===== src/rtl/calc_key_sequencer.sv =====
//------------------------------------------------------------------------------
// Module  : calc_key_sequencer
// Brief   : Debounced push-button front end that latches op/operands, drives
//           the calculator and captures its settled result.
// Rev     : 1.0
//------------------------------------------------------------------------------
`default_nettype none

module calc_key_sequencer #(
    parameter int DEBOUNCE_CYCLES = 250000,
    parameter int SETTLE_CYCLES   = 2,
    parameter int CNT_W           = 18
) (
    input  logic       CLOCK_50,
    input  logic       RESET,
    input  logic [2:0] KEY,
    input  logic [7:0] SW,
    output logic [2:0] op_out,
    output logic [3:0] a_out,
    output logic [3:0] b_out,
    input  logic [3:0] calc_r,
    input  logic       calc_ovf,
    output logic [3:0] r_hold,
    output logic       ovf_hold,
    output logic       valid,
    output logic       done,
    output logic       busy,
    output logic [7:0] press_cnt
);

    localparam logic [CNT_W-1:0] DB_LAST  = CNT_W'(DEBOUNCE_CYCLES - 1);
    localparam logic [CNT_W-1:0] SET_LAST = CNT_W'(SETTLE_CYCLES - 1);

    typedef enum logic [2:0] {
        IDLE     = 3'd0,
        DEBOUNCE = 3'd1,
        ISSUE    = 3'd2,
        CAPTURE  = 3'd3,
        RELEASE  = 3'd4
    } state_t;

    state_t           state_q, state_d;
    logic [2:0]       key_meta_q, ks_q;
    logic [2:0]       cand_q, cand_d;
    logic [CNT_W-1:0] cnt_q, cnt_d;
    logic [2:0]       op_q, op_d;
    logic [3:0]       a_q, a_d, b_q, b_d;
    logic [3:0]       r_q, r_d;
    logic             ovf_q, ovf_d;
    logic             valid_q, valid_d;
    logic             done_q, done_d;
    logic [7:0]       pcnt_q, pcnt_d;
    logic [2:0]       p;

    // Keys are active-low; p is the pressed vector after synchronization.
    assign p = ~ks_q;

    always_comb begin
        state_d = state_q;
        cand_d  = cand_q;
        cnt_d   = cnt_q;
        op_d    = op_q;
        a_d     = a_q;
        b_d     = b_q;
        r_d     = r_q;
        ovf_d   = ovf_q;
        valid_d = valid_q;
        done_d  = 1'b0;
        pcnt_d  = pcnt_q;

        unique case (state_q)
            IDLE: begin
                if (p != 3'b000) begin
                    cand_d  = p;
                    cnt_d   = '0;
                    state_d = DEBOUNCE;
                end
            end
            DEBOUNCE: begin
                if (p == 3'b000) begin
                    state_d = IDLE;
                end else if (p != cand_q) begin
                    cand_d = p;
                    cnt_d  = '0;
                end else if (cnt_q == DB_LAST) begin
                    op_d    = cand_q;
                    a_d     = SW[7:4];
                    b_d     = SW[3:0];
                    cnt_d   = '0;
                    state_d = ISSUE;
                end else begin
                    cnt_d = cnt_q + CNT_W'(1);
                end
            end
            ISSUE: begin
                if (cnt_q == SET_LAST) begin
                    state_d = CAPTURE;
                end else begin
                    cnt_d = cnt_q + CNT_W'(1);
                end
            end
            CAPTURE: begin
                r_d     = calc_r;
                ovf_d   = calc_ovf;
                valid_d = 1'b1;
                done_d  = 1'b1;
                pcnt_d  = pcnt_q + 8'd1;
                cnt_d   = '0;
                state_d = RELEASE;
            end
            RELEASE: begin
                // Any press restarts the release window so bounces cannot retrigger.
                if (p != 3'b000) begin
                    cnt_d = '0;
                end else if (cnt_q == DB_LAST) begin
                    state_d = IDLE;
                end else begin
                    cnt_d = cnt_q + CNT_W'(1);
                end
            end
            default: begin
                state_d = IDLE;
            end
        endcase
    end

    always_ff @(posedge CLOCK_50 or posedge RESET) begin
        if (RESET) begin
            key_meta_q <= 3'b111;
            ks_q       <= 3'b111;
            state_q    <= IDLE;
            cand_q     <= '0;
            cnt_q      <= '0;
            op_q       <= '0;
            a_q        <= '0;
            b_q        <= '0;
            r_q        <= '0;
            ovf_q      <= 1'b0;
            valid_q    <= 1'b0;
            done_q     <= 1'b0;
            pcnt_q     <= '0;
        end else begin
            key_meta_q <= KEY;
            ks_q       <= key_meta_q;
            state_q    <= state_d;
            cand_q     <= cand_d;
            cnt_q      <= cnt_d;
            op_q       <= op_d;
            a_q        <= a_d;
            b_q        <= b_d;
            r_q        <= r_d;
            ovf_q      <= ovf_d;
            valid_q    <= valid_d;
            done_q     <= done_d;
            pcnt_q     <= pcnt_d;
        end
    end

    assign op_out    = op_q;
    assign a_out     = a_q;
    assign b_out     = b_q;
    assign r_hold    = r_q;
    assign ovf_hold  = ovf_q;
    assign valid     = valid_q;
    assign done      = done_q;
    assign busy      = (state_q != IDLE);
    assign press_cnt = pcnt_q;

endmodule

`default_nettype wire


===== config.mk =====
export PLATFORM = sky130hd
export DESIGN_NAME = calc_key_sequencer
export DESIGN_NICKNAME = d
export VERILOG_FILES = /design/src/rtl/calc_key_sequencer.sv
export SDC_FILE = /design/constraint.sdc
export NUM_CORES = 1
export LEC_CHECK = 0
export CAP_MARGIN = 20
export CORE_MARGIN = 3
export CORE_UTILIZATION = 52
export CTS_BUF_LIST = sky130_fd_sc_hd__clkbuf_16
export DETAILED_ROUTE_END_ITERATION = 8
export PLACE_DENSITY_LB_ADDON = 0.1
export SLEW_MARGIN = 20
export SYNTH_ARGS = -nofsm -noshare
export SYNTH_HDL_FRONTEND = slang
export SYNTH_SLANG_ARGS = --single-unit

===== constraint.sdc =====
create_clock -name CLOCK_50 -period 2.9 [get_ports CLOCK_50]
set_input_delay 0.58 -clock CLOCK_50 [delete_from_list [all_inputs] [get_ports CLOCK_50]]
set_output_delay 0.58 -clock CLOCK_50 [all_outputs]
set_load 0.05 [all_outputs]

Yosys cells after proc, flatten, opt, wreduce, memory -nomap -nowiden
Index checks and enable logic that the tools add are counted.
{"block": "word_totals", "ff_bits": 56, "inputBits": 18, "output_inout_bits": 27, "elab_cells": 66}
{"block": "classes", "n_addsub": 2, "n_eq_ne": 17, "muxes": 21, "bitwise": 3, "reduce_logical": 10}
{"op": "18-bit two-way mux", "n": 7}
{"op": "18-bit case mux with 5 select lines", "n": 1}
{"op": "3-bit two-way mux", "n": 10}
{"op": "18-bit by 1-bit adder with 18-bit output (second input constant)", "n": 1}
{"op": "18-bit by 1-bit == test with 1-bit output (second input constant)", "n": 1}
{"op": "18-bit == test (second input constant)", "n": 1}
{"op": "3-bit case mux with 5 select lines", "n": 1}
{"op": "2-bit inequality test (second input constant)", "n": 7}
{"op": "3-bit inequality test (second input constant)", "n": 3}
{"op": "8-bit by 1-bit adder with 8-bit output (second input constant)", "n": 1}
{"op": "4-bit AND reduction", "n": 2}
{"op": "3-bit by 2-bit == test with 1-bit output (second input constant)", "n": 2}
{"op": "3-bit zero test", "n": 2}
{"op": "3-bit case mux with 2 select lines", "n": 1}
{"op": "6-bit AND reduction", "n": 1}
{"op": "3-bit nonzero test", "n": 2}
{"op": "5-bit AND reduction", "n": 1}
{"op": "5-bit nonzero test", "n": 1}
{"op": "3-bit by 1-bit == test with 1-bit output (second input constant)", "n": 1}
{"op": "3-bit == test (second input constant)", "n": 1}
{"op": "3-bit inequality test", "n": 1}
{"op": "3-bit inverter", "n": 1}
{"op": "1-bit inverter", "n": 2}
{"op": "2-bit nonzero test", "n": 1}
{"op": "1-bit two-way mux", "n": 1}

Logic depth before layout (Yosys ltp)
{"block": "depth", "ltp_word": 5, "ltp_mapped": 9, "depth_no_buf": 8}

Worst setup path after synthesis
Ideal clock, no wire load.
{"block": "synth_path", "path_type": "register -> register", "start": "register cnt_q[0]", "end": "register a_q[0] (netlist: a_out[0])", "setup_time_ps": 128, "t_arrival_ps": 2079, "t_required_ps": 2772, "path_slack_ps": 694, "path_stages_with_launch": 8, "path_buffers": 1, "period_less_slack_ps": 2206, "cell_sequence": "dfrtp_1 ha_1 nand3_2 or3_4 or3_4 nor2_2 buf_4 mux2_1"}
{"block": "synth_via", "elab_chain_len": 2}
{"element": "start: declaration", "line": "45", "source": "logic [CNT_W-1:0] cnt_q, cnt_d;"}
{"element": "start signal: assignment", "line": "147", "source": "cnt_q <= cnt_d;"}
{"element": "18-bit == test", "line": "85", "source": "end else if (cnt_q == DB_LAST) begin"}
{"element": "4-bit AND reduction (no source line)"}
{"element": "end signal: assignment", "line": "135", "source": "a_q <= '0;"}
{"element": "end signal: assignment", "line": "149", "source": "a_q <= a_d;"}
{"element": "end: declaration", "line": "47", "source": "logic [3:0] a_q, a_d, b_q, b_d;"}
Every way passes these cells.
A chain may end at the register's enable or synchronous reset.

Final worst setup path
{"block": "layout_path", "start": "register state_q[1]", "end": "output port busy"}
{"block": "layout_via", "elab_chain_len": 1}
{"element": "start: declaration", "line": "42", "source": "state_t state_q, state_d;"}
{"element": "start signal: assignment", "line": "145", "source": "state_q <= state_d;"}
{"element": "3-bit nonzero test", "line": "166", "source": "assign busy = (state_q != IDLE);"}
{"element": "end: declaration", "line": "27", "source": "output logic busy,"}
Every way passes these cells.

==> results.md <==
* Vias in the first global route at 1857
* Antenna-violating nets left at 0
* Port Buf Inserts at 44
* Effective utilization at floorplan at 54.5%
* Switching Fraction at 21.0%
* # diodes at 0
* CTS Buf Count at 5
* Non-Filler Instances at 358
* Wire length per cell at 14.2 um
* Post-CTS Setup Inserts at 0
* Distinct cells, synth at 47
* Crit Path Max Fanout at 13
* FF-to-FF setup slack at 550 ps
* Ratio of cells with drive above 1 in the final layout at 9.97%
* Worst Tran Pin Value at 715 ps
* Final Util at 68.1%
* Routed vias/inst at 5.44
* Mapped Nets at 265
* CTS tree: done
* DRC at 0
* Final period utilization at 84.2%
* Rows at 25
* Die ar. at 5900 um2
* Post-synth ARST share at 100%
* Initial DRC count at 79
* CP max stage delay at 710 ps
* Pint at 0.00115 W
* Final count of negative-setup-slack endpoints at 0
* Stages on worst setup path at 2
* Global-route usage over all layers at 18.4%
* Clock H-tree levels at 2
* Leak pwr at 1.40 nW
* Hold WC Path Type: register to register
* Clk sink count at 56
* Warnings, synthesis at 0
* Power Density at 447 nW/um2
* Clock Skew at 4.09 ps
* Root Buffer: clkbuf_16
* Global-route wire length before repair at 8830 um
* Status: completed
* Final Net Count at 311
* Synth-to-Final Area Change at 24.9%
* Post-Place Cells at 350
* Req. time, crit path at 2320 ps
* Vias at 1948
* Reg-to-Reg End: op_out[0]
* EDFF count, synth at 0
* Post-DP HPWL at 3800 um
* Die Wd at 76.8 um
* DIE HEIGHT at 76.8 um
* RR Startpoint: cnt_q[0]
* Sequential share of the synthesized area at 54.0%
* Clk buf depth at 2
* Worst setup SP type: register
* Io pins at 45
* Setup_tns at 0 ps
* WL final at 5100 um
* Mapped cell area at 2610 um2
* Syn_area_per_cell at 10.7 um2
* Largest net degree at the start of global routing at 38
* Post-layout min period at 2440 ps
* Slew Limit Headroom at 52.3%
* Unrepaired setup endpoints after global routing: no
* Hold path depth at 0
* CP arrival at 1860 ps
* Core area at 4790 um2
* Fmax at 410 MHz
* Synth Register Bits at 56
* CP startpoint: state_q[1]
* RePlAce Congestion at 0.889
* Fin. Hold Viols at 0
* Clock latency on the worst-skew pair at 280 ps
* CTS hold repair buffers at 0
* Combinational Power Share at 6.3%
* Setup Crit Path Kind: register to output pin
* Top FF cell, synth: dfrtp_1
* CP max-delay cell: clkdlybuf4s50_1
* Crit path to: busy
* Cells after Synth at 244
* Pins Over Slew Limit at 0
* Post-CTS sizing at 0
* Setup crit end kind: output pin
* Clock power frac at 38.5%
* Cell Chain, Critical Path: or3_1 -> clkdlybuf4s50_1
* Max Cap Viol at 0
* Initial antenna violation count at 0
* Worst-path clk slew at 70 ps
* Buffer and inverter count on the worst path at 1
* Total congestion overflow at 0
* Top Family by Delay on Critical Path: buffers and inverters
* Max VDD drop at 0.000256 V
* Sw power at 0.000305 W
* Reg2Reg Depth at 7
* Register share of total power at 55.2%
* DRT Pass-1 Iters at 4
[logic make-up after synthesis]
family / Yosys count / share of synthesized area [%]
adders and majority gates: 3 / 1.44
DFF: 56 / 54.0
xor gates and xnor gates: 14 / 4.70
muxes: 11 / 4.75
buffers and inverters: 14 / 2.59
AOI/OAI and AO/OA: 38 / 11.2
and+or+nand+nor: 108 / 21.3
[metrics by stage]
| stage | hold slack, ps | total power, W | area [um2] | setup WS, ps |
|---|---|---|---|---|
| after floorplan | 345 | 0.000869 | 2610 | 694 |
| after global placement | 346 | 0.000911 | 3120 | 593 |
| after detailed placement | 347 | 0.000912 | 3120 | 544 |
| after CTS | 357 | 0.00148 | 3260 | 439 |
| after global routing | 364 | 0.00152 | 3260 | 363 |
| final | 355 | 0.00146 | 3260 | 459 |
[cells in the mapped netlist, types with 4 or more instances]
cell type   n  share of area, %
xnor2_1    11               3.7
dfstp_2     6               6.0
nand4_1     7               1.7
inv_1       4              0.58
nor2b_1     4              0.96
dfrtp_1    50                48
nor4_1      6               1.4
nor2_1     15               2.2
o21ai_0     9               1.7
a21oi_1     7               1.3
mux2_1     10               4.3
nor3_1      5              0.96
nand3_1    11               2.1
a22o_1      5               1.7
nand2_1    37               5.3
clkbuf_1    5              0.72
or3_1       6               1.4
[how the worst min path moves through the flow]
stage	from	endpoint
floorplan	key_meta_q[0]	ks_q[0]
global placement	key_meta_q[0]	ks_q[0]
detailed placement	key_meta_q[1]	ks_q[1]
CTS	key_meta_q[1]	ks_q[1]
global route	key_meta_q[1]	ks_q[1]
finish	key_meta_q[1]	ks_q[1]
[state kept, by name, summed over array words and instances (netlist names)]
signal,count
cnt_q,18
press_cnt,8
a_out,4
b_out,4
r_hold,4
cand_q,3
key_meta_q,3
ks_q,3
op_out,3
state_q,3
done,1
ovf_hold,1
valid,1
[per-layer routing]
metal	track usage (%)	up-vias	routed length [um]
li1	-	958	-
met1	24.9	918	2330
met2	29.6	68	2420
met3	4.58	4	307
met4	4.53	0	38
met5	0	-	0
[placed cells by master, fill, tap and decap left out, types with 2 or more instances in the layout]
| cell | n |
|---|---|
| a21oi_1 | 7 |
| a22o_1 | 5 |
| a2bb2oi_1 | 2 |
| and3_1 | 3 |
| and3b_1 | 2 |
| buf_4 | 5 |
| clkbuf_16 | 5 |
| clkdlybuf4s50_1 | 44 |
| dfrtp_1 | 50 |
| dfstp_2 | 6 |
| ha_1 | 3 |
| inv_1 | 4 |
| mux2_1 | 10 |
| nand2_1 | 37 |
| nand2b_1 | 3 |
| nand3_1 | 11 |
| nand4_1 | 7 |
| nor2_1 | 15 |
| nor2_2 | 2 |
| nor2b_1 | 4 |
| nor3_1 | 5 |
| nor4_1 | 6 |
| o21ai_0 | 9 |
| o311ai_1 | 2 |
| o31ai_1 | 2 |
| or3_1 | 6 |
| or3_4 | 2 |
| or4b_1 | 2 |
| xnor2_1 | 11 |
| xor2_1 | 3 |
[power by group through the flow]
| stage | Sequential, W | Combinational (W) | Clock [W] |
|---|---|---|---|
| final | 0.000803 | 0.0000919 | 0.000561 |
| after global routing | 0.000804 | 0.000103 | 0.000615 |
| after CTS | 0.000803 | 0.0000937 | 0.000578 |
| after detailed placement | 0.000818 | 0.0000935 | 0 |
| after global placement | 0.000817 | 0.0000930 | 0 |
| after floorplan | 0.000815 | 0.0000546 | 0 |
[final cells by class]
type,instances,area (um2)
clock buffers,5,125
clock inverters,3,15.0
fillers,388,1530
inverters,4,15.0
multi-input cells,174,1130
flip-flops and latches,56,1410
well taps,67,83.8
repair buffers,49,478
Note: power is estimated with default switching activity, not from simulation.
